File: config.mk
export PLATFORM = sky130hd
export DESIGN_NAME = regfile_pool_shadow
export DESIGN_NICKNAME = d
export VERILOG_FILES = /design/src/rtl/regfile_pool_pkg.sv /design/src/rtl/regfile_pool_shadow_sticky_w1c.sv /design/src/rtl/regfile_pool_shadow.sv
export SDC_FILE = /design/constraint.sdc
export NUM_CORES = 1
export LEC_CHECK = 0
export CORE_ASPECT_RATIO = 2
export CORE_MARGIN = 2
export CORE_UTILIZATION = 50
export DETAILED_ROUTE_END_ITERATION = 8
export PLACE_DENSITY = 0.85
export SLEW_MARGIN = 0
export SYNTH_ARGS = -nofsm -noshare
export SYNTH_HDL_FRONTEND = slang
export SYNTH_SLANG_ARGS = --single-unit
File: constraint.sdc
create_clock -name clk -period 7.75 [get_ports clk]
set_input_delay 0.775 -clock clk [delete_from_list [all_inputs] [get_ports clk]]
set_output_delay 0.775 -clock clk [all_outputs]
set_load 0.02 [all_outputs]
File: src/rtl/regfile_pool_pkg.sv
// Shared register-map offsets and engine FSM states for the shadowed config register pool.
package regfile_pool_pkg;

    localparam int OFF_W = 6;

    localparam logic [OFF_W-1:0] OFF_CTRL      = 6'h00;
    localparam logic [OFF_W-1:0] OFF_CFG_BASE  = 6'h01;
    localparam logic [OFF_W-1:0] OFF_STATUS    = 6'h10;
    localparam logic [OFF_W-1:0] OFF_STAT_BASE = 6'h11;
    localparam logic [OFF_W-1:0] OFF_ACT_BASE  = 6'h20;
    localparam logic [OFF_W-1:0] OFF_IRQ_EN    = 6'h30;

    typedef enum logic [1:0] {
        ST_IDLE,
        ST_LAUNCH,
        ST_RUN
    } state_t;

endpackage

File: src/rtl/regfile_pool_shadow_sticky_w1c.sv
// Sticky status bit: hardware set, software write-1-to-clear; set wins on collision.
module sticky_w1c (
    input  logic clk,
    input  logic rst,
    input  logic set,
    input  logic clr,
    output logic q
);

    always_ff @(posedge clk) begin
        if (rst) begin
            q <= 1'b0;
        end else if (set) begin
            q <= 1'b1;
        end else if (clr) begin
            q <= 1'b0;
        end
    end

endmodule

File: src/rtl/regfile_pool_shadow.sv
// Config register pool with shadow/active copies, engine launch FSM, sticky status and IRQ.
module regfile_pool_shadow
    import regfile_pool_pkg::*;
#(
    parameter int                 DATA_W    = 16,
    parameter int                 ADDR_W    = 14,
    parameter logic [ADDR_W-1:0]  BASE_ADDR = 'h200,
    parameter int                 N_CFG     = 8,
    parameter int                 N_STAT    = 3
) (
    input  logic                     clk,
    input  logic                     rst,
    input  logic                     wr_en,
    input  logic                     rd_en,
    input  logic [ADDR_W-1:0]        addr,
    input  logic [DATA_W-1:0]        write_data,
    output logic [DATA_W-1:0]        read_data,
    output logic                     rd_valid,
    output logic [N_CFG*DATA_W-1:0]  cfg_active,
    input  logic [N_STAT*DATA_W-1:0] stat_in,
    output logic                     start_pulse,
    input  logic                     engine_done,
    output logic                     irq
);

    state_t             state;
    logic [DATA_W-1:0]  shadow [N_CFG];
    logic [DATA_W-1:0]  active [N_CFG];
    logic               irq_en;
    logic               done_q;
    logic               err_q;

    logic [ADDR_W-1:0]  rel;
    logic [OFF_W-1:0]   off;
    logic               in_blk;
    logic               wr_hit;
    logic               start_req;
    logic               busy;
    logic               launch;
    logic [DATA_W-1:0]  rd_mux;

    // The block spans 64 offsets above BASE_ADDR; anything else decodes as unmapped.
    assign rel       = addr - BASE_ADDR;
    assign in_blk    = (addr >= BASE_ADDR) && (rel[ADDR_W-1:OFF_W] == '0);
    assign off       = rel[OFF_W-1:0];
    assign wr_hit    = wr_en && in_blk;
    assign start_req = wr_hit && (off == OFF_CTRL) && write_data[0];
    assign busy      = (state != ST_IDLE);
    assign launch    = start_req && (state == ST_IDLE);

    always_ff @(posedge clk) begin
        if (rst) begin
            state       <= ST_IDLE;
            start_pulse <= 1'b0;
        end else begin
            start_pulse <= launch;
            case (state)
                ST_IDLE:   if (launch) state <= ST_LAUNCH;
                ST_LAUNCH: state <= ST_RUN;
                ST_RUN:    if (engine_done) state <= ST_IDLE;
                default:   state <= ST_IDLE;
            endcase
        end
    end

    always_ff @(posedge clk) begin
        if (rst) begin
            for (int k = 0; k < N_CFG; k++) begin
                shadow[k] <= '0;
                active[k] <= '0;
            end
            irq_en <= 1'b0;
        end else begin
            // Copy takes the pre-write shadow image if a shadow write lands on the launch cycle.
            if (launch) begin
                for (int k = 0; k < N_CFG; k++) active[k] <= shadow[k];
            end
            for (int k = 0; k < N_CFG; k++) begin
                if (wr_hit && (off == OFF_CFG_BASE + OFF_W'(k))) shadow[k] <= write_data;
            end
            if (wr_hit && (off == OFF_IRQ_EN)) irq_en <= write_data[0];
        end
    end

    sticky_w1c u_done (
        .clk (clk),
        .rst (rst),
        .set (state == ST_RUN && engine_done),
        .clr (wr_hit && (off == OFF_STATUS) && write_data[1]),
        .q   (done_q)
    );

    sticky_w1c u_err (
        .clk (clk),
        .rst (rst),
        .set (start_req && busy),
        .clr (wr_hit && (off == OFF_STATUS) && write_data[2]),
        .q   (err_q)
    );

    always_comb begin
        rd_mux = '0;
        if (in_blk) begin
            if (off == OFF_STATUS) rd_mux[2:0] = {err_q, done_q, busy};
            if (off == OFF_IRQ_EN) rd_mux[0] = irq_en;
            for (int k = 0; k < N_CFG; k++) begin
                if (off == OFF_CFG_BASE + OFF_W'(k)) rd_mux = shadow[k];
                if (off == OFF_ACT_BASE + OFF_W'(k)) rd_mux = active[k];
            end
            for (int k = 0; k < N_STAT; k++) begin
                if (off == OFF_STAT_BASE + OFF_W'(k)) rd_mux = stat_in[k*DATA_W +: DATA_W];
            end
        end
    end

    // Read stage: decoded value captured one cycle after rd_en, held otherwise.
    always_ff @(posedge clk) begin
        if (rst) begin
            read_data <= '0;
            rd_valid  <= 1'b0;
        end else begin
            rd_valid <= rd_en;
            if (rd_en) read_data <= rd_mux;
        end
    end

    for (genvar g = 0; g < N_CFG; g++) begin : g_act
        assign cfg_active[g*DATA_W +: DATA_W] = active[g];
    end

    assign irq = done_q & irq_en;

endmodule

==> metrics.txt, run 1 <==
status=finished clean; reg-to-reg startpoint=state[1]; Top FF cell, synth=edfxtp_1; ys async rst share=0%; DR vias/cell=roughly 6.4; total wire length=42500 um; worst skew pair latency=about 0.56 ns; net count reported at finish=1378; Least-Margin Pin Slew=between 1 and 1.5 ns; Setup crit end kind=flop; hold violation count in the final report=0; post-DR wirelength/cell=between 20 and 30 um; CTS Hold Buffers Added=0; drt first pass iters=8; max_cap viols=0; placed instance count=1608; H-tree level count=1; Max VDD drop=between 0.15 and 0.2 mV; Routed Antenna Nets=0; Min Hold Slack=0.462 ns; core footprint=between 20000 and 30000 sq um; Placer Congestion=around 1.0; Rows=83; total setup buffers inserted after CTS=0; PD cells=roughly 200 nW/um^2; post-synthesis cell type with the largest combined area=edfxtp_1; top cells by count, synth=edfxtp_1, nor2_1, and2_1, nand2_1, clkbuf_1; Die ar.=between 20000 and 30000 sq um; final core utilization=between 60% and 70%; Arr. time, crit path=4.09 ns; worst relative slew slack=around a third; clock skew=0.0119 ns; io pins=230; CTS tree=done; Final Instance Area=16300 sq um; Initial Util=50.9%; reg2reg end=active[1][4]; reg2reg path depth=3; period utilization=roughly half; Post-CTS Resized=0; initial antenna violation count=1; DR vias=between 10000 and 15000; Crit path required time=just under 8 ns; Total GRT Usage=a little under a third; startpoint types=primary input; DP Wirelength=31400 um; CTS Buffer Depth=3; Num Clock Sinks=between 200 and 300; crit path from=addr[9]; number of global-route vias before repair=10651; Max Slew Vio Count=0; non-filler cells, final=~1700; Avg Cell Area, Syn=around 12 sq um; Post-Syn Instances=1095; DP Area=about 16000 sq um; register area share after synthesis=a little over three fifths; Hold Crit Class=flop to flop; proportion of layout cells with a drive suffix above 1=under 10%; post-route setup TNS=0 ns; clock buffer count from CTS=24; Final min period=3.89 ns; initial drt markers=approximately 1400; die width=118 um; Synth Cell Area=between 10000 and 15000 sq um; Syn Nets=1179; P_leak=between 5 and 6 nW; Synth top area share=58.9%; synth-to-layout area growth=25.2%; Die Span Y=about 230 um; root buf cell=clkbuf_16; Ys Warns=0; R2R setup slack=5.50 ns; Post-synth EDFFs=between 200 and 300; Worst Path Max Fanout=50; flop and latch count out of synthesis=~280; min-delay src=u_err.q; DRC=0; max frequency=0.257 GHz; first-pass GRT wire length=62400 um; CP endpoint=active[1][4]; Synth area leaders=edfxtp_1, and2_1, nor2_1; clock slew at reported path FFs=0.07 ns; most common cell in the synthesized netlist=edfxtp_1; RSZ-0062 raised after global routing=false; Synth cell types=between 70 and 80; CP Class=primary input to flop; port bufs=approximately 230; gr ovfl total=0; # setup viols final=0; largest net degree at the start of global routing=57
-- area by class of cell --
class	count	area, sq um
clock inverters	12	124
repair buffers	249	2440
diodes	1	2.50
clock buffers	32	641
inverters	21	78.8
fillers	1960	9310
well taps	340	425
multi-input cells	719	4480
flip-flops and latches	279	8150
-- worst min-delay path by stage --
stage,slack [ns],to,cells after the start
floorplan,0.43,u_err.q,2
global placement,0.44,u_err.q,2
CTS,0.46,u_err.q,2
detailed placement,0.45,u_err.q,2
finish,0.46,u_err.q,2
global route,0.49,u_err.q,2
-- where the power goes --
part	switching [W]	internal (W)
logic	0.000161	0.000114
registers	0.0000485	0.00171
clock network	0.000565	0.000653
total	0.000774	0.00247
-- kinds of logic (layout without fill, tap and decap cells) --
family	after synthesis	after routing	synth area share [%]
simple gates	480	480	19.9
xor+xnor	1	1	0.0672
mux	8	8	0.623
flops	279	279	62.5
buf+inv	97	314	3.27
other cells	0	1	0
fa+ha+maj	1	1	0.0959
compound gates	229	229	13.6
-- per-layer routing --
layer	vias up	part of all wire, %	GRT usage [%]
met5	-	0	0
met4	0	7.9	21.8
met3	196	9.1	4.58
met2	795	52	54.0
met1	5059	31	32.2
li1	4534	-	-
-- metrics by stage --
step / total power, W / setup slack [ns]
floorplan: 0.00190 / 3.84
global placement: 0.00205 / 3.41
detailed placement: 0.00206 / 3.32
CTS: 0.00323 / 3.89
global route: 0.00330 / 3.66
finish: 0.00325 / 3.86
-- flip-flops by register name (all words and copies together) (netlist names) --
register,cells
state,2
active,128
start_pulse,1
read_data,16
rd_valid,1
irq_en,1
shadow,128
u_err.q,1
u_done.q,1
-- critical path, cell delays in order --
cell	delay [ns]
clkdlybuf4s50_1	0.47
inv_1	0.04
ha_1	0.26
nor4b_1	0.28
and4_1	0.66
and3_1	0.34
a31o_4	0.54
buf_4	0.65
-- cells in the final DEF (no fill, tap or decap), types with 24 or more instances in the layout --
cell type        count
nor2b_1             42
a221oi_1            29
clkdlybuf4s50_1    228
nand3_1             37
edfxtp_1           256
nor2_1             135
nand2b_1            37
clkbuf_16           24
and2_1             103
nand2_1             61
a21oi_1             35
Power figures use the tool's default switching activity.
==> run 2: changes to the inputs <==
- CORE_UTILIZATION: 50 -> 48
- PLACE_DENSITY: 0.85 -> 0.86
- clock period: 7.75 -> 3.57 ns (I/O delays scaled with it)
==> run 2 against run 1 <==
Power is 120% higher. Worst setup slack worse by 3.0 ns. Design area up 2.2%. Hold slack worse by 0.035 ns. Wire length is 3.2% higher. Sequential cell count did not move. Global-route usage shrank 0.095 points. Critical path depth is 1 lower. Cell count increased by 2.8%. Non-clock buffer count up 42. Count of clock-buffer cells in the layout decreased by 2. Largest cell class unchanged.
==> metrics.txt, run 2 (synthesis results as in run 1) <==
reg2reg path depth=6 (+3); DR vias/cell=6.36 (-0.73%); CTS Hold Buffers Added=0 (unchanged); Reg area=8150 sq um (unchanged); placed instance count=1658 (+3.1%); crit path from=addr[0]; clock slew at reported path FFs=0.07 ns (about the same); CP Class=primary input to flop; DP Wirelength=32700 um (+4.1%); synth-to-layout area growth=28.0%; CTS Buffer Depth=3 (unchanged); Rows=85 (+2.4%); commonest non-fill, non-tap cell in the layout=edfxtp_1; clock buffer count from CTS=23 (-4.2%); Worst Path Max Fanout=18 (-64%); total power=0.00705 W (+120%); port bufs=229 (unchanged); die width=121 um (+2.0%); Arr. time, crit path=3.07 ns (-1.02 ns); min-delay src=rst; final core utilization=62.3% (-1.4 points); max_cap viols=0 (unchanged); root buf cell=clkbuf_16; Worst Hold Endpoint=state[1]; gr ovfl total=0 (unchanged); net count reported at finish=1419 (+3.0%); proportion of layout cells with a drive suffix above 1=9.10% (+3.2 points); post-route setup TNS=0 ns (unchanged); DRC=0 (unchanged); total wire length=43900 um (+3.2%); startpoint types=primary input; Min-Delay Path Depth=3 (+1); Regs by FF count=active x128, shadow x128, read_data x16; R2R setup slack=1.49 ns (-4.01 ns); largest net degree at the start of global routing=62 (+8.8%); Post-CTS Resized=0 (unchanged); Num Clock Sinks=279 (unchanged); Max VDD drop=0.299 mV (+65%); reg2reg end=read_data[11]; most frequent cells in the layout=edfxtp_1, clkdlybuf4s50_1, nor2_1; number of global-route vias before repair=10873 (+2.1%); DR vias=10806 (+2.1%); # setup viols final=0 (unchanged); PD cells=422 nW/um^2 (+110%); area of the multi-input gates=4480 sq um (unchanged); Die ar.=28600 sq um (+4.1%); Max Slew Vio Count=0 (unchanged); hold violation count in the final report=0 (unchanged); P_leak=5.96 nW (+3.9%); clock skew=0.0127 ns (+0.000838 ns); drt first pass iters=8 (unchanged); Hold Crit Class=primary input to flop; RSZ-0062 raised after global routing=false; initial antenna violation count=0 (-1); first-pass GRT wire length=64600 um (+3.5%); Die Span Y=237 um (+2.0%); Min Hold Slack=0.427 ns (-0.0350 ns); status=finished clean; Initial Util=48.7% (-2.2 points); Routed Antenna Nets=0 (unchanged); H-tree level count=1 (unchanged); CTS tree=done; initial drt markers=1442 (+3.1%); period utilization=between 70 and 80%; non-filler cells, final=1700 (+2.8%); post-DR wirelength/cell=25.8 um (+0.39%); reg-to-reg startpoint=active[0][27]; max frequency=roughly 0.37 GHz; Setup crit end kind=flop; worst skew pair latency=0.54 ns (-0.02 ns); Placer Congestion=0.999 (-1.8%); Total GRT Usage=30.1% (-0.095 points); Crit path required time=3.96 ns (-3.98 ns); # fillers=2069 (+5.6%); worst relative slew slack=48.0% (+16 points); core footprint=26800 sq um (+4.5%); Final min period=2.68 ns; io pins=230 (unchanged); number of inserted diodes=0 (-1); total setup buffers inserted after CTS=0 (unchanged); Least-Margin Pin Slew=0.779 ns (-0.235 ns)
## run 2: cell count changes in the layout (fill, tap and decap cells not counted)
cell | previous run | this run
buf_4 | 20 | 60
clkbuf_1 | 7 | 4
buf_12 | 0 | 2
clkinv_1 | 3 | 1
clkinv_2 | 4 | 6
clkbuf_16 | 24 | 25
clkinv_4 | 1 | 0
clkinv_8 | 1 | 0
clkinvlp_4 | 1 | 2
diode_2 | 1 | 0
inv_6 | 0 | 1
## run 2: power by group
part	switching (W)	internal, W	total, W
clock	0.00116	0.00145	0.00261
combinational	0.000362	0.000270	0.000631
sequential	0.000101	0.00370	0.00381
## run 2: final cells by class
class                           count  share of cell area (%)
Sequential cell                   279                    48.8
Multi-Input combinational cell    719                    26.8
Timing Repair Buffer              291                    16.6
Clock buffer                       30                    3.92
Tap cell                          348                    2.61
Clock inverter                     12                   0.705
Inverter                           21                   0.472
## run 2: how the worst max path moves through the flow
stage	endpoint	slack, ns	cells after the start
6_report	read_data[1]	0.89	7
5_1_grt	read_data[13]	0.77	7
4_1_cts	active[0][31]	1.01	9
3_5_place_dp	active[0][31]	0.47	9
3_3_place_gp	read_data[1]	0.52	7
2_1_floorplan	active[0][0]	0.07	6
## run 2: stage by stage
step | setup WS, ns | area, sq um
4_1_cts | 1.01 | 16700
2_1_floorplan | 0.0746 | 13000
5_1_grt | 0.768 | 16700
3_5_place_dp | 0.466 | 15900
6_report | 0.893 | 16700
3_3_place_gp | 0.524 | 15900
## run 2: routing by layer
layer	global-route usage [%]	part of all wire (%)	vias up
li1	-	-	4614
met1	32.1	31	5161
met2	53.1	52	829
met3	5.13	9.1	202
met4	21.1	7.9	0
met5	0	0	-
## run 2: worst max-delay path: stages
cell,delay [ns]
clkdlybuf4s50_1,0.87
nand2_1,0.36
nor2_2,0.66
a211oi_1,0.15
a211o_1,0.33
a21oi_1,0.24
o22ai_1,0.10
==> run 3: changes to the inputs <==
- clock period: 3.57 -> 2.4 ns (I/O delays scaled with it)
==> run 3 against run 2 <==
Die area unchanged. Sequential power is 49% higher. Power is 52% higher. Cell count up 6.0%. Count of clock-buffer cells in the layout down 6. Largest cell class unchanged. First-iteration DRC count fell by 12%. Design area rose by 6.4%. Non-clock buffer count increased by 102. Via count rose by 3.2%. Hold slack worse by 0.24 ns.
==> metrics.txt, run 3 (synthesis results as in run 1) <==
worst skew pair latency=0.54 ns (about the same); clock buffer count from CTS=23 (unchanged); initial drt markers=1262 (-12%); number of inserted diodes=0 (unchanged); clock slew at reported path FFs=0.07 ns (about the same); gr ovfl total=0 (unchanged); commonest non-fill, non-tap cell in the layout=edfxtp_1; post-place setup slack=-0.453 ns (-0.919 ns); Final min period=between 2 and 2.5 ns; Max Slew Vio Count=0 (unchanged); final worst-path setup slack=0.149 ns (-0.744 ns); number of global-route vias before repair=11366 (+4.5%); DRC=0 (unchanged); max_cap viols=0 (unchanged); Total GRT Usage=31.4% (+1.3 points); core footprint=26800 sq um (unchanged); DR vias=11150 (+3.2%); Crit path required time=2.80 ns (-1.16 ns); CTS tree=done; max frequency=around 0.44 GHz; Die ar.=28600 sq um (unchanged); # setup viols final=0 (unchanged); period utilization=a little over nine tenths; Regs by FF count=active x128, shadow x128, read_data x16; hold violation count in the final report=0 (unchanged); DR vias/cell=6.19 (-2.7%); Num Clock Sinks=279 (unchanged); Rows=85 (unchanged); DP Wirelength=35300 um (+7.9%); proportion of layout cells with a drive suffix above 1=15.8% (+6.7 points); first-pass GRT wire length=67200 um (+4.0%); status=finished clean; die width=121 um (unchanged); drt first pass iters=7 (-1); port bufs=229 (unchanged); CP Class=primary input to flop; crit path from=addr[3]; PD cells=603 nW/um^2 (+43%); largest net degree at the start of global routing=81 (+31%); total setup buffers inserted after CTS=0 (unchanged); Setup crit end kind=flop; Arr. time, crit path=2.65 ns (-0.42 ns); clock skew=0.0103 ns (-0.00238 ns); total wire length=46000 um (+4.9%); final core utilization=66.3% (+4.0 points); Die Span Y=237 um (unchanged); P_leak=6.54 nW (+9.9%); root buf cell=clkbuf_16; Hold Crit Class=primary input to flop; synth-to-layout area growth=36.2%; startpoint types=primary input; Placer Congestion=1.01 (+0.67%); Worst Path Max Fanout=13 (-5); H-tree level count=1 (unchanged); RSZ-0062 raised after global routing=false; Max VDD drop=0.568 mV (+90%); worst relative slew slack=62.1% (+14 points); most frequent cells in the layout=edfxtp_1, clkdlybuf4s50_1, buf_4; Routed Antenna Nets=0 (unchanged); Least-Margin Pin Slew=0.554 ns (-0.225 ns); initial antenna violation count=0 (unchanged); CTS Buffer Depth=3 (unchanged); area of the multi-input gates=4520 sq um (+0.87%); net count reported at finish=1521 (+7.2%); min-delay src=rst; io pins=230 (unchanged); reg-to-reg startpoint=active[0][27]; post-DR wirelength/cell=25.5 um (-1.0%); Initial Util=48.7% (unchanged); R2R setup slack=0.25 ns (-1.24 ns); Reg area=8150 sq um (unchanged); # fillers=2020 (-2.4%)
==> run 3: cell count changes in the layout (fill, tap and decap cells not counted), moves of 3 or more <==
cell / change
buf_12: +19
buf_4: +83
clkbuf_1: -3
clkinv_1: +4
clkinv_2: -3
==> run 3: power breakdown <==
| group | internal (W) | switching [W] |
|---|---|---|
| Clock | 0.00221 | 0.00178 |
| Sequential | 0.00551 | 0.000152 |
| Combinational | 0.000487 | 0.000568 |
| Total | 0.00821 | 0.00250 |
==> run 3: worst max-delay path, stage by stage <==
cell             delay, ns
clkdlybuf4s50_1       0.64
buf_4                 0.24
nor4b_4               0.08
buf_4                 0.20
and3_1                0.19
a221oi_1              0.38
nand3_1               0.21
a211oi_1              0.31
o32ai_1               0.14
==> run 3: path summary, 6_finish.rpt <==
check / end / cells after the start
hold reg to reg: u_err.q / 2
setup / recovery: read_data[9] / 9
setup reg to reg: read_data[11] / 7
hold / removal: u_done.q / 3
==> run 3: final cells by class <==
cell class	count	share of cell area [%]
flip-flops and latches	279	45.9
multi-input cells	719	25.4
repair buffers	393	21.3
clock buffers	24	3.26
well taps	348	2.45
clock inverters	18	1.17
inverters	21	0.514
==> run 3: stage by stage <==
stage | instance area, sq um | cells | hold WS, ns | total power (W) | TNS, ns
2_1_floorplan | 13100 | 1095 | 0.387 | 0.00613 | -14.74
3_5_place_dp | 17000 | 1760 | 0.484 | 0.00680 | -96.69
4_1_cts | 17800 | 1802 | 0.191 | 0.0107 | 0
5_1_grt | 17800 | 1802 | 0.229 | 0.0109 | 0
6_report | 17800 | 1802 | 0.183 | 0.0107 | 0
3_3_place_gp | 17000 | 1760 | 0.459 | 0.00677 | -67.27
==> run 3: timing repair <==
item,CTS,global route
gates resized for setup,0,1
endpoints found under the setup margin,0,1
hold endpoints to repair,0,0
hold buffers,0,0
==> run 3: layer usage <==
metal  wire [um]  GRT usage [%]
met5           0              0
met1       14900           33.7
met4        2910           18.3
met2       24500           57.6
met3        3710           4.41
